$ cat src/rtl/turfio_pkg.sv
// rtl/turfio_pkg.sv - shared types and constants for the TURFIO RXCLK controller
package turfio_pkg;

    // Fine phase steps in one RXCLK period (12 VCO periods x 56 steps)
    localparam int TURFIO_PS_STEPS_PER_CYCLE = 672;

    typedef enum logic [2:0] {
        RESET_HOLD,
        WAIT_LOCK,
        LOCK_FAIL,
        IDLE,
        PS_ISSUE,
        PS_WAIT
    } rxclk_state_t;

endpackage

$ cat src/rtl/turfio_sync_bit.sv
// rtl/turfio_sync_bit.sv - generic two-flop single-bit synchronizer
module turfio_sync_bit (
    input  logic clk,
    input  logic rst,
    input  logic d,
    output logic q
);

    (* ASYNC_REG = "TRUE" *) logic meta;
    (* ASYNC_REG = "TRUE" *) logic sync;

    // Two back-to-back flops give a fixed two-cycle latency into the clk domain
    always_ff @(posedge clk) begin
        if (rst) begin
            meta <= 1'b0;
            sync <= 1'b0;
        end else begin
            meta <= d;
            sync <= meta;
        end
    end

    assign q = sync;

endmodule

$ cat src/rtl/turfio_rxclk_ctrl.sv
// rtl/turfio_rxclk_ctrl.sv - RXCLK MMCM reset/lock bring-up and fine phase-shift sequencer
module turfio_rxclk_ctrl
    import turfio_pkg::*;
#(
    parameter int RST_HOLD_CYCLES    = 16,
    parameter int LOCK_TIMEOUT       = 65536,
    parameter int PS_TIMEOUT         = 64,
    parameter int PS_STEPS_PER_CYCLE = TURFIO_PS_STEPS_PER_CYCLE,
    parameter int POS_WIDTH          = 10
) (
    input  logic                 ps_clk_i,
    input  logic                 rst_i,
    input  logic                 mmcm_rst_req_i,
    input  logic                 ps_req_i,
    input  logic [15:0]          ps_nsteps_i,
    output logic                 ps_ready_o,
    output logic                 ps_done_o,
    output logic                 mmcm_rst_o,
    input  logic                 mmcm_locked_i,
    output logic                 ps_en_o,
    input  logic                 ps_done_i,
    output logic                 locked_o,
    output logic [POS_WIDTH-1:0] ps_pos_o,
    output logic                 err_lock_timeout_o,
    output logic                 err_lock_lost_o,
    output logic                 err_ps_timeout_o
);

    localparam int RW = $clog2(RST_HOLD_CYCLES + 1);
    localparam int LW = $clog2(LOCK_TIMEOUT + 1);
    localparam int TW = $clog2(PS_TIMEOUT + 1);

    localparam logic [RW-1:0]        RST_LOAD  = RW'(RST_HOLD_CYCLES - 1);
    localparam logic [LW-1:0]        LOCK_LOAD = LW'(LOCK_TIMEOUT - 1);
    localparam logic [TW-1:0]        PS_LOAD   = TW'(PS_TIMEOUT - 1);
    localparam logic [POS_WIDTH-1:0] POS_LAST  = POS_WIDTH'(PS_STEPS_PER_CYCLE - 1);

    rxclk_state_t         state, state_n;
    logic [RW-1:0]        rst_cnt, rst_cnt_n;
    logic [LW-1:0]        lock_cnt, lock_cnt_n;
    logic [TW-1:0]        ps_cnt, ps_cnt_n;
    logic [15:0]          remaining, remaining_n;
    logic [POS_WIDTH-1:0] ps_pos, ps_pos_n;
    logic                 err_lt, err_lt_n;
    logic                 err_ll, err_ll_n;
    logic                 err_pt, err_pt_n;
    logic                 done, done_n;
    logic                 lock_s;
    logic                 lock_region;
    logic                 shifting;

    turfio_sync_bit u_lock_sync (
        .clk (ps_clk_i),
        .rst (rst_i),
        .d   (mmcm_locked_i),
        .q   (lock_s)
    );

    assign lock_region = (state == IDLE) || (state == PS_ISSUE) || (state == PS_WAIT);
    assign shifting    = (state == PS_ISSUE) || (state == PS_WAIT);

    // State and datapath registers; rst_i restarts the full MMCM bring-up
    always_ff @(posedge ps_clk_i) begin
        if (rst_i) begin
            state     <= RESET_HOLD;
            rst_cnt   <= RST_LOAD;
            lock_cnt  <= '0;
            ps_cnt    <= '0;
            remaining <= '0;
            ps_pos    <= '0;
            err_lt    <= 1'b0;
            err_ll    <= 1'b0;
            err_pt    <= 1'b0;
            done      <= 1'b0;
        end else begin
            state     <= state_n;
            rst_cnt   <= rst_cnt_n;
            lock_cnt  <= lock_cnt_n;
            ps_cnt    <= ps_cnt_n;
            remaining <= remaining_n;
            ps_pos    <= ps_pos_n;
            err_lt    <= err_lt_n;
            err_ll    <= err_ll_n;
            err_pt    <= err_pt_n;
            done      <= done_n;
        end
    end

    // Next-state logic: MMCM reset request beats lock loss, both beat normal sequencing
    always_comb begin
        state_n     = state;
        rst_cnt_n   = rst_cnt;
        lock_cnt_n  = lock_cnt;
        ps_cnt_n    = ps_cnt;
        remaining_n = remaining;
        ps_pos_n    = ps_pos;
        err_lt_n    = err_lt;
        err_ll_n    = err_ll;
        err_pt_n    = err_pt;
        done_n      = 1'b0;

        if (mmcm_rst_req_i) begin
            state_n   = RESET_HOLD;
            rst_cnt_n = RST_LOAD;
            ps_pos_n  = '0;
            err_lt_n  = 1'b0;
            err_ll_n  = 1'b0;
            err_pt_n  = 1'b0;
            done_n    = shifting;
        end else if (lock_region && !lock_s) begin
            state_n   = RESET_HOLD;
            rst_cnt_n = RST_LOAD;
            ps_pos_n  = '0;
            err_ll_n  = 1'b1;
            done_n    = shifting;
        end else begin
            case (state)
                RESET_HOLD: begin
                    if (rst_cnt == '0) begin
                        state_n    = WAIT_LOCK;
                        lock_cnt_n = LOCK_LOAD;
                    end else begin
                        rst_cnt_n = rst_cnt - RW'(1);
                    end
                end
                WAIT_LOCK: begin
                    if (lock_s) begin
                        state_n = IDLE;
                    end else if (lock_cnt == '0) begin
                        state_n  = LOCK_FAIL;
                        err_lt_n = 1'b1;
                    end else begin
                        lock_cnt_n = lock_cnt - LW'(1);
                    end
                end
                LOCK_FAIL: begin
                    state_n = LOCK_FAIL;
                end
                IDLE: begin
                    if (ps_req_i) begin
                        remaining_n = ps_nsteps_i;
                        if (ps_nsteps_i == 16'd0) begin
                            done_n = 1'b1;
                        end else begin
                            state_n = PS_ISSUE;
                        end
                    end
                end
                PS_ISSUE: begin
                    ps_cnt_n = PS_LOAD;
                    state_n  = PS_WAIT;
                end
                PS_WAIT: begin
                    if (ps_done_i) begin
                        ps_pos_n    = (ps_pos == POS_LAST) ? '0 : ps_pos + POS_WIDTH'(1);
                        remaining_n = remaining - 16'd1;
                        if (remaining == 16'd1) begin
                            state_n = IDLE;
                            done_n  = 1'b1;
                        end else begin
                            state_n = PS_ISSUE;
                        end
                    end else if (ps_cnt == '0) begin
                        state_n  = IDLE;
                        err_pt_n = 1'b1;
                        done_n   = 1'b1;
                    end else begin
                        ps_cnt_n = ps_cnt - TW'(1);
                    end
                end
                default: begin
                    state_n   = RESET_HOLD;
                    rst_cnt_n = RST_LOAD;
                end
            endcase
        end
    end

    assign mmcm_rst_o         = (state == RESET_HOLD);
    assign ps_en_o            = (state == PS_ISSUE);
    assign ps_ready_o         = (state == IDLE) && lock_s;
    assign locked_o           = lock_region && lock_s;
    assign ps_done_o          = done;
    assign ps_pos_o           = ps_pos;
    assign err_lock_timeout_o = err_lt;
    assign err_lock_lost_o    = err_ll;
    assign err_ps_timeout_o   = err_pt;

endmodule

$ cat config.mk
export PLATFORM = sky130hd
export DESIGN_NAME = turfio_rxclk_ctrl
export DESIGN_NICKNAME = d
export VERILOG_FILES = /design/src/rtl/turfio_pkg.sv /design/src/rtl/turfio_sync_bit.sv /design/src/rtl/turfio_rxclk_ctrl.sv
export SDC_FILE = /design/constraint.sdc
export NUM_CORES = 1
export LEC_CHECK = 0
export BUFFER_PORTS_ARGS = -buffer_cell sky130_fd_sc_hd__buf_4
export CORE_UTILIZATION = 50
export DETAILED_ROUTE_END_ITERATION = 16
export GPL_ROUTABILITY_DRIVEN = 0
export PLACE_DENSITY = 0.67
export SLEW_MARGIN = 20
export SYNTH_ARGS = -nofsm -noshare
export SYNTH_HDL_FRONTEND = slang
export SYNTH_HIERARCHICAL = 1
export SYNTH_SLANG_ARGS = --single-unit
$ cat constraint.sdc
create_clock -name ps_clk_i -period 2.7 [get_ports ps_clk_i]
set_input_delay 0.135 -clock ps_clk_i [delete_from_list [all_inputs] [get_ports ps_clk_i]]
set_output_delay 0.135 -clock ps_clk_i [all_outputs]
set_load 0.03 [all_outputs]
==> out/metrics.json <==
{
  "cts_post_setup_buffers_inserted": 0,
  "detailedPlace.worstSlack_ns": 0.127,
  "synthesis.instances": 440,
  "pre_repair_dr_iteration_count": 5,
  "worst-path-max-fanout": 4,
  "m3_gr_usage_pct": 4.14,
  "drt_iter0_drc": 234,
  "power_leakage_nw": 1.57,
  "die-height_um": 86.0,
  "grt_pass1_vias": 3045,
  "synth_top_flop_cell": "dfxtp_1",
  "run_status": "completed",
  "worst_vdd_ir_mv": 0.318,
  "clock_latency_ns": 0.35,
  "hold_viol_final": 0,
  "rsz0062_at_grt": "false",
  "numPortBuffers": 39,
  "cts_tree": "done",
  "critical_path_class": "register to register",
  "final.min_clock_period_ns": 2.52,
  "antenna_cells_inserted": 0,
  "cts_max_level": 3,
  "syn-cell-area_um2": 3530,
  "worstMarginPinSlew_ns": 0.640,
  "synth.yosys.seq_area_share_pct": 36.3,
  "fp-row-count": 30,
  "cp.required_ns": 2.96,
  "detail_route.drc_violations": 0,
  "route.antenna.remaining_nets": 0,
  "async_flop_share_pct": 0,
  "average_wire_length_per_cell_after_detail_routing_um": 14.6,
  "clk_root_buffer_cell": "clkbuf_8",
  "numClockSinks": 64,
  "post_route_cells_drive_above_1_share_pct": 16.0,
  "synth.net_count": 471,
  "area.sequential_um2": 1280,
  "postSynthAreaPerCell_um2": 8.02,
  "grt_start_max_net_pins": 45,
  "die_x_extent_um": 86.0,
  "start_util_pct": 51.9,
  "final.setup.worst_slack_ns": 0.178,
  "final.setup.tns_ns": 0,
  "core_area_um2": 6790,
  "number_of_antenna_violations_at_the_first_check_in_global_routing": 0,
  "layout_worst_path_cycle_share_pct": 93.4,
  "clock_skew_ns": 0.0120,
  "detail_route.vias_per_cell": 5.85,
  "holdCritPathClass": "input pin to register",
  "final-max-slew-violation-count": 0,
  "ys_ff_latch": 64,
  "clock_tree.buffer_depth": 2,
  "gr-max-usage-layer": "met2",
  "multi_input_comb_area_um2": 2110,
  "grt_util_met1_pct": 33.9,
  "detailed_place.area_um2": 3960,
  "filler_cell_count": 631,
  "wire_length_of_the_first_global_routing_pass_um": 14200,
  "finish.instance_area_um2": 4200,
  "arrival_ns": 2.79,
  "num_vias": 3405,
  "finish.net_count": 512,
  "max-cap-violations": 0,
  "yosysWarnings": 6,
  "total_cts_buffers": 9,
  "stdcell_count": 582,
  "die-area_um2": 7390,
  "gr-usage-all-layers_pct": 24.1,
  "report.final.setup_viol": 0,
  "aggregate_global_routing_overflow": 0,
  "met2_usage_pct": 37.2,
  "dp_hpwl_um": 6080,
  "timing.hold.ws_ns": 0.00890,
  "slew_headroom_pct": 57.0,
  "start_kind": "register",
  "end_kind": "register",
  "max_freq_mhz": 396,
  "number_of_top_level_pins": 40,
  "power-per-cell-area_nw_per_um2": 466,
  "count_of_flip_flops_with_a_built_in_enable_after_synthesis": 0,
  "dpl.cell_count": 565,
  "area_growth_syn_to_layout_pct": 18.9,
  "cts.reportedPaths.clkPinSlew_ns": 0.08,
  "netlist-cell-type-count": 55,
  "wirelength_um": 8520
}
## worst paths after layout
path	cells past startpoint	start	slack, ns	end
max	7	lock_cnt[0]$_SDFFE_PP0P_	0.18	lock_cnt[10]$_SDFFE_PP0P_
min	2	mmcm_rst_req_i	0.009	err_lock_timeout_o$_SDFFE_PP0P_
max reg2reg	7	lock_cnt[0]$_SDFFE_PP0P_	0.18	lock_cnt[10]$_SDFFE_PP0P_
min reg2reg	1	u_lock_sync/meta$_SDFF_PP0_	0.47	u_lock_sync/q$_SDFF_PP0_
## synth_stat cells (5+ instances only)
library cell	instances	area, um2
dfxtp_1	64	1280
nand2_1	44	165
nor2_1	37	139
a21oi_1	33	165
o21ai_0	22	110
clkbuf_1	20	75.1
nor3_1	15	75.1
a211oi_1	14	105
inv_1	13	48.8
nor4_1	12	75.1
nand3_1	11	55.1
xor2_1	11	96.3
ha_1	9	113
or3_1	9	56.3
xnor2_1	9	78.8
or4_1	8	60.1
a31oi_1	7	43.8
and2_1	6	37.5
nand2b_1	6	37.5
nand4_1	6	37.5
nor2b_1	6	37.5
a21o_1	5	37.5
and4_1	5	43.8
nor4b_1	5	43.8
o21a_1	5	37.5
o22ai_1	5	31.3
## what timing repair did
item                       in CTS  in global routing
hold endpoints to repair        1                  0
hold buffers                    1                  0
gates resized for setup         0                  1
setup endpoints to repair       0                  2
## critical path, cell delays in order (launching register included)
cell	delay [ns]
dfxtp_1	0.34
inv_1	0.08
ha_1	0.18
or3b_4	0.41
or4b_4	0.52
a2111o_1	0.34
or4_1	0.41
a31oi_1	0.17
## power breakdown
group	switching [mW]	total (mW)	leakage [nW]	internal [mW]
Sequential	0.00283	0.949	0.516	0.946
Combinational	0.0427	0.0775	0.951	0.0348
Clock	0.405	0.930	0.103	0.525
## registers in the layout (all words and copies together) (netlist names)
register and cells:
ps_pos_o 10, err_lock_timeout_o 1, lock_cnt 17, ps_done_o 1
err_lock_lost_o 1, remaining 16, ps_cnt 7, err_ps_timeout_o 1
rst_cnt 5, u_lock_sync/q 1, u_lock_sync/meta 1, state 3
## placed cells by master, fill, tap and decap left out, types with 4 or more instances in the layout
master / n
xnor2_1: 9
o21ai_0: 22
nand4_1: 6
a21o_1: 5
o31ai_1: 4
o21a_1: 5
a211oi_1: 13
a311oi_1: 4
nor3_1: 15
o22ai_1: 5
and2_1: 6
nor2_1: 37
inv_1: 13
or4_1: 8
dfxtp_1: 64
clkbuf_8: 9
nor4b_1: 5
nor4_1: 12
buf_4: 51
and3_1: 4
xor2_1: 11
a21oi_1: 33
nor3b_1: 4
nand2_1: 44
or3_1: 9
nand3_1: 11
nor2b_1: 6
and4_1: 5
nand2b_1: 6
a31oi_1: 7
ha_1: 9
## layout make-up
class	instances	share of cell area, %
Clock buffer	10	3.04
Clock inverter	6	2.21
Inverter	13	1.16
Multi-Input combinational cell	340	50.3
Sequential cell	64	30.5
Tap cell	96	2.86
Timing Repair Buffer	53	9.84
## metrics by stage
stage                     util, %  power [mW]
after global routing         61.7        2.03
final                        61.7        1.96
after global placement       58.3        1.05
after CTS                    61.7        1.98
after detailed placement     58.3        1.05
after floorplan                 -        1.01
## per-layer routing
layer  vias up  routed length [um]  part of all wire (%)
met5         -                   0                     0
met4         0                 125                   1.5
met3        13                 492                   5.8
li1       1710                   -                     -
met1      1576                4170                    49
met2       106                3730                    44
## cell families (layout without fill, tap and decap cells)
family | Yosys count | in the layout | synth area share [%]
simple gates | 191 | 191 | 29.3
compound gates | 120 | 120 | 22.2
flops | 64 | 64 | 36.3
buf+inv | 36 | 82 | 3.94
xor+xnor | 20 | 20 | 4.97
fa+ha+maj | 9 | 9 | 3.19
No activity file was read; power rests on OpenSTA's default activity.
